## src/rtl/dmem_ctrl.sv

```systemverilog
// Byte-serial data-memory responder between the MEM stage and a byte-wide sync RAM.
// Build option: DMEM_LANE_SKIP_EN makes loads fetch only the enabled lanes.
module dmem_ctrl #(
    parameter int RAM_AW = 17
) (
    input  logic              clk,
    input  logic              rst,
    input  logic              mem_ce_i,
    input  logic              mem_we_i,
    input  logic [31:0]       mem_addr_i,
    input  logic [3:0]        mem_sel_i,
    input  logic [31:0]       mem_data_i,
    output logic [31:0]       mem_data_o,
    output logic              stallreq_o,
    output logic [RAM_AW-1:0] ram_addr_o,
    output logic              ram_wr_o,
    output logic [7:0]        ram_dout_o,
    input  logic [7:0]        ram_din_i
);

    localparam logic [1:0] S_IDLE  = 2'd0;
    localparam logic [1:0] S_ISSUE = 2'd1;
    localparam logic [1:0] S_WAIT  = 2'd2;
    localparam logic [1:0] S_DONE  = 2'd3;

    logic [1:0]        state_q, state_d;
    logic              we_q, we_d;
    logic [3:0]        sel_q, sel_d;
    logic [31:0]       wdata_q, wdata_d;
    logic [RAM_AW-1:0] base_q, base_d;
    logic [3:0]        rem_q, rem_d;
    logic [1:0]        lane_q, lane_d;
    logic              cap_q, cap_d;
    logic [1:0]        cap_lane_q, cap_lane_d;
    logic [31:0]       data_q, data_d;
    logic [RAM_AW-1:0] addr_q, addr_d;

    logic [3:0]        xmask;
    logic [1:0]        nxt_lane;
    logic [RAM_AW-1:0] new_base;
    logic              unused_addr_bits;

    assign unused_addr_bits = ^{mem_addr_i[31:RAM_AW], mem_addr_i[1:0]};

    function automatic logic [1:0] low_lane(input logic [3:0] m);
        logic [1:0] l;
        l = 2'd3;
        if (m[2]) l = 2'd2;
        if (m[1]) l = 2'd1;
        if (m[0]) l = 2'd0;
        return l;
    endfunction

    always_comb begin
`ifdef DMEM_LANE_SKIP_EN
        xmask = mem_sel_i;
`else
        // loads always walk the whole word; stores stay masked
        xmask = mem_we_i ? mem_sel_i : 4'hF;
`endif
    end

    assign new_base = {mem_addr_i[RAM_AW-1:2], 2'b00};

    always_comb begin
        state_d    = state_q;
        we_d       = we_q;
        sel_d      = sel_q;
        wdata_d    = wdata_q;
        base_d     = base_q;
        rem_d      = rem_q;
        lane_d     = lane_q;
        cap_d      = cap_q;
        cap_lane_d = cap_lane_q;
        data_d     = data_q;
        addr_d     = addr_q;
        nxt_lane   = 2'd0;
        unique case (state_q)
            S_IDLE: begin
                cap_d = 1'b0;
                if (mem_ce_i) begin
                    we_d    = mem_we_i;
                    sel_d   = mem_sel_i;
                    wdata_d = mem_data_i;
                    base_d  = new_base;
                    data_d  = 32'h0;
                    if (xmask == 4'h0) begin
                        state_d = S_DONE;
                    end else begin
                        nxt_lane = low_lane(xmask);
                        lane_d   = nxt_lane;
                        addr_d   = new_base + {{(RAM_AW-2){1'b0}}, nxt_lane};
                        rem_d    = xmask & ~(4'b0001 << nxt_lane);
                        state_d  = S_ISSUE;
                    end
                end
            end
            S_ISSUE: begin
                // byte for the lane issued last cycle arrives now
                if (cap_q && sel_q[cap_lane_q])
                    data_d[{cap_lane_q, 3'b000} +: 8] = ram_din_i;
                cap_d      = ~we_q;
                cap_lane_d = lane_q;
                if (rem_q != 4'h0) begin
                    nxt_lane = low_lane(rem_q);
                    lane_d   = nxt_lane;
                    addr_d   = base_q + {{(RAM_AW-2){1'b0}}, nxt_lane};
                    rem_d    = rem_q & ~(4'b0001 << nxt_lane);
                end else begin
                    state_d = we_q ? S_DONE : S_WAIT;
                end
            end
            S_WAIT: begin
                if (cap_q && sel_q[cap_lane_q])
                    data_d[{cap_lane_q, 3'b000} +: 8] = ram_din_i;
                cap_d   = 1'b0;
                state_d = S_DONE;
            end
            S_DONE: begin
                state_d = S_IDLE;
            end
            default: state_d = S_IDLE;
        endcase
    end

    always_ff @(posedge clk or negedge rst) begin
        if (!rst) begin
            state_q    <= S_IDLE;
            we_q       <= 1'b0;
            sel_q      <= 4'h0;
            wdata_q    <= 32'h0;
            base_q     <= '0;
            rem_q      <= 4'h0;
            lane_q     <= 2'd0;
            cap_q      <= 1'b0;
            cap_lane_q <= 2'd0;
            data_q     <= 32'h0;
            addr_q     <= '0;
        end else begin
            state_q    <= state_d;
            we_q       <= we_d;
            sel_q      <= sel_d;
            wdata_q    <= wdata_d;
            base_q     <= base_d;
            rem_q      <= rem_d;
            lane_q     <= lane_d;
            cap_q      <= cap_d;
            cap_lane_q <= cap_lane_d;
            data_q     <= data_d;
            addr_q     <= addr_d;
        end
    end

    always_comb begin
        stallreq_o = 1'b0;
        unique case (state_q)
            S_IDLE:  stallreq_o = mem_ce_i;
            S_ISSUE: stallreq_o = 1'b1;
            S_WAIT:  stallreq_o = 1'b1;
            default: stallreq_o = 1'b0;
        endcase
    end

    assign ram_wr_o   = (state_q == S_ISSUE) & we_q;
    assign ram_dout_o = ram_wr_o ? wdata_q[{lane_q, 3'b000} +: 8] : 8'h00;
    assign ram_addr_o = addr_q;
    assign mem_data_o = (state_q == S_DONE) ? data_q : 32'h0;

endmodule

```

## config.mk

```make
export PLATFORM = sky130hd
export DESIGN_NAME = dmem_ctrl
export DESIGN_NICKNAME = d
export VERILOG_FILES = /design/src/rtl/dmem_ctrl.sv
export SDC_FILE = /design/constraint.sdc
export NUM_CORES = 1
export LEC_CHECK = 0
export ABC_CLOCK_PERIOD_IN_PS = 5610
export CAP_MARGIN = 30
export CELL_PAD_IN_SITES_DETAIL_PLACEMENT = 1
export CELL_PAD_IN_SITES_GLOBAL_PLACEMENT = 2
export CORE_MARGIN = 4
export CORE_UTILIZATION = 34
export DETAILED_ROUTE_END_ITERATION = 12
export PLACE_DENSITY = 0.84
export SYNTH_ARGS = -nofsm -noshare
export SYNTH_HDL_FRONTEND = slang
export SYNTH_SLANG_ARGS = --single-unit
```

## constraint.sdc

```tcl
create_clock -name clk -period 5.61 [get_ports clk]
set_input_delay 1.683 -clock clk [delete_from_list [all_inputs] [get_ports clk]]
set_output_delay 1.683 -clock clk [all_outputs]
set_load 0.1 [all_outputs]
```

Word level (Yosys, flattened, before mapping)
Index checks and enable logic that the tools add are counted.
{ "totals": {"mem_count": 0, "out_inout_bits": 59, "elab_cells": 86, "regBits": 112, "romBits": 0, "ram_bits": 0, "in_bits": 80, "latch_bits": 0} }
{ "op_classes": {"div": 0, "bitwise": 6, "shift": 5, "n_mux": 39, "n_lt_le_gt_ge": 1, "eq_ne": 8, "reduce_logical": 13, "n_mul": 0, "add_sub_neg": 3} }
{ "ops": {"columns": ["cell", "count"], "rows": [
  ["$mux 32", 3],
  ["$pmux 32 s2", 1],
  ["$mux 17", 3],
  ["$add 17x2->17", 2],
  ["$pmux 17 s2", 1],
  ["$bwmux 32", 1],
  ["$shift 8x7->32 const A", 1],
  ["$shiftx 32x6->8", 1],
  ["$shiftx 8x7->32", 1],
  ["$mux 2", 15],
  ["$mux 4", 4],
  ["$and 4x4->4", 2],
  ["$mux 8", 1],
  ["$ne 2x2->1 const B", 4],
  ["$not 4->4", 2],
  ["$pmux 2 s4", 1],
  ["$pmux 4 s2", 1],
  ["$shl 1x2->4 const A", 2],
  ["$neg 5->7", 1],
  ["$reduce_bool 2->1", 3],
  ["$eq 2x2->1 const B", 2],
  ["$logic_not 4->1", 1],
  ["$mux 1", 4],
  ["$pmux 1 s2", 2],
  ["14 further kinds", 16]
]} }

Logic depth before layout (Yosys ltp)
{ "depth": {"word_depth": 13, "ltp_mapped": 8, "depth_no_buf": 6} }

Worst setup path before layout
Ideal clock, no wire load.
{ "synth_path": {"kind": "input port to output port", "from": "input mem_ce_i", "to": "output stallreq_o", "n_path_buf": 0, "slack_ps": 931, "stages": 2, "arrival_ps": 2996, "required_ps": 3927, "cell_sequence": "a21oi_1 nor2_1"} }
{ "synth_between": {"elab_chain_cells": 1} }
{ "synth_rtl": {"columns": ["item", "line_no", "rtl"], "rows": [
  ["start: declaration", "8", "input logic mem_ce_i,"],
  ["$pmux 1 s2", "156", "unique case (state_q)"],
  ["end: declaration", "14", "output logic stallreq_o,"]
]} }
Every way passes these cells.

Final worst setup path
{ "layout_path": {"from": "register state_q[1]", "to": "output mem_data_o[27]"} }
{ "layout_between": {"elab_chain_cells": 2} }
{ "layout_rtl": {"columns": ["item", "line_no", "rtl"], "rows": [
  ["start: declaration", "26", "logic [1:0] state_q, state_d;"],
  ["start signal: assignment", "140", "state_q <= state_d;"],
  ["$eq 2x2->1", "167", "assign mem_data_o = (state_q == S_DONE) ? data_q : 32'h0;"],
  ["$mux 32", "167", null],
  ["end: declaration", "13", "output logic [31:0] mem_data_o,"]
]} }
Every way passes these cells.

==> results.md <==
* Outcome: complete, no violations
* Row cnt at 46
* Height of the chip at 135 um
* Critical Path RT at 3.93 ns
* Initial antenna violation count at 0
* Register area at 2750 sq um
* Post-cts resize count at 0
* Worst setup EP type: output port
* Final period util at 83.5%
* Largest net degree at the start of global routing at 57
* HP Class: reg -> reg
* Clock Tree Root: clkbuf_16
* Clock slew at reported path FFs at 0.08 ns
* Max Buffers Root-to-Sink at 2
* Filler instances at 1721
* Main combinational cell family by area after synthesis: multiplexers
* Drt first pass iters at 4
* Core area at 15900 sq um
* Register area share after synthesis at 50.0%
* Setup repair bufs after CTS at 0
* LEAKAGE at 3.01 nW
* Die area at 18300 sq um
* TNS Setup at 0 ns
* Yosys warning total at 0
* MaxCap Viol Count at 0
* Unrepaired setup endpoints after global routing: false
* Post-Syn Area at 5510 sq um
* Fin nets at 667
* CTS Buf Count at 9
* Final Non-Filler Cells at 799
* TritonCTS clock tree: done
* CP max stage cell: clkdlybuf4s50_1
* Hold buffers post-CTS at 0
* Worst-Margin Slew at 1.02 ns
* DRT antenna net count at 0
* CP startpoint kind: flip-flop
* GR Util All Layers at 16.5%
* Mux contribution to synthesized area at 17.2%
* Final Setup Violations at 0
* DRC Markers at 0
* Clock skew at 0.00814 ns
* Post-synth EDFFs at 0
* WL final at 14.6 mm
* Vias/cell at 5.21
* Clk_lat worst skew at 0.36 ns
* Maximum fanout along the worst path at 35
* Boundary pin count at 139
* Post-detail-place hpwl at 10.2 mm
* H-tree depth at 3
* Yosys cell types at 50
* CP cell instances: ha_1 > and2_1 > clkdlybuf4s50_1
* Ys flop type: dfrtp_1
* Compound-Gate Fraction of Synth Area at 14.7%
* Commonest cells after routing, fill and taps aside: 110 x dfrtp_1, 110 x clkdlybuf4s50_1, 50 x mux2_2, 41 x and2_1, 37 x nand2_1
* Tot Pwr at 4.70 mW
* Post-layout min period at 4.69 ns
* Ys async rst share at 100%
* Layout area overhead at 30.7%
* Vias at 4160
* Setup CP Type: reg -> out
* First-pass GRT wire length at 24.4 mm
* Area occupied by multi-input gates at 2580 sq um
* Max VDD drop at 0.353 mV
* Post-synthesis adder-cell area fraction at 2.04%
* Avg WL per Cell at 18.3 um
* DR iter-0 viols at 199
* Synth Area in XOR/XNOR at 0%
* Chip Width at 135 um
* Grt ovf at 0
* Synth area leaders: dfrtp_1 50%, mux2_2 10%, and2_1 4.7%
* Cells after DPL at 782
* Count of pins over their slew limit at 0
* Arrival time at the worst endpoint at 3.00 ns
* Simple-Gate Fraction of Synth Area at 12.9%
* Post-synth top area cell: dfrtp_1
* Synthesized Nets at 558
* Cells after synthesis at 469
* Pwr Density at 653 nW/um^2
* FF+latch count, synth at 110
* # diodes at 0
* Max incr delay on CP at 1.14 ns
* Fmax at 0.213 GHz
* Vias in the first global route at 4714
* Synth top area share at 50.0%
* I/O Buffers at 121
* Fin. Hold Viols at 0
* Synthesized area per cell at 11.7 sq um
* Initial Utilization at 34.7%
* Global placer's final weighted congestion at 0.770
* Share of cells above drive strength 1 at 18.5%
* Clk sink count at 110
* Max-slew headroom at 31.6%
[final timing paths]
kind / start / to / slack, ns / cells after the start
max in group asynchronous: rst / sel_q[1] / 3.30 / 3
setup / recovery: state_q[1] / mem_data_o[27] / 0.92 / 3
setup reg to reg: state_q[1] / ram_addr_o[1] / 2.89 / 7
min in group asynchronous: rst / data_q[17] / 1.23 / 1
hold reg to reg: we_q / cap_q / 0.49 / 1
hold / removal: we_q / cap_q / 0.49 / 1
[through the flow]
stage / instance area [sq um] / hold WS (ns) / utilization, % / setup WS (ns)
3_3_place_gp: 6850 / 0.470 / 43.1 / 1.14
2_1_floorplan: 5510 / 0.447 / - / 0.931
5_1_grt: 7200 / 0.523 / 45.3 / 0.725
4_1_cts: 7190 / 0.495 / 45.3 / 0.834
6_report: 7200 / 0.491 / 45.3 / 0.925
3_5_place_dp: 6880 / 0.481 / 43.3 / 1.13
[worst max-delay path, delay by kind of cell (launching register included)]
| family | cells | cell delay [ns] |
|---|---|---|
| buffers and inverters | 1 | 1.14 |
| adders and majority gates | 1 | 0.80 |
| DFF | 1 | 0.43 |
| and+or+nand+nor | 1 | 0.27 |
[cell families (layout without fill, tap and decap cells)]
group	Yosys count	in the layout
mux	77	77
flops	110	110
simple gates	123	123
compound gates	113	113
buf+inv	37	151
fa+ha+maj	9	9
[synthesized netlist by cell type (all sizes together), types with 2 or more instances]
cell type  number
a21oi          20
nand2b          2
nand3           2
nor3            2
o21ai          30
a32oi          24
nor2            7
mux2i          17
ha              9
mux2           51
clkbuf         13
inv             7
nor3b           2
dfrtp         110
and2           41
o21a            3
and3           19
o41ai           2
nor2b           4
mux4            9
a22o            9
nand3b          2
nand2          38
buf            17
a31oi          16
a211o           2
nor4b           2
[power by group]
part / total, mW / internal (mW) / switching, mW
clock: 0.683 / 0.366 / 0.316
combinational: 2.59 / 0.858 / 1.73
sequential: 1.42 / 1.16 / 0.260
[layout make-up]
type | instances | share of cell area, %
clock buffers | 10 | 3.32
inverters | 7 | 0.365
flip-flops and latches | 110 | 38.2
clock inverters | 6 | 1.04
multi-input cells | 322 | 35.9
well taps | 216 | 3.75
repair buffers | 128 | 17.4
[per-layer routing]
layer / part of all wire, % / global-route usage, % / routed length [um]
met1: 45 / 21.1 / 6580
met2: 47 / 27.4 / 6930
met3: 5.7 / 4.23 / 830
met4: 1.7 / 5.32 / 246
met5: 0 / 0 / 0
[state kept, by name, summed over array words and instances, names as in the netlist, 2 cells and up]
| register | flops |
|---|---|
| wdata_q | 32 |
| ram_addr_o | 16 |
| sel_q | 4 |
| rem_q | 4 |
| cap_lane_q | 2 |
| state_q | 2 |
| data_q | 32 |
| base_q | 15 |
No activity file was read; power rests on OpenSTA's default activity.
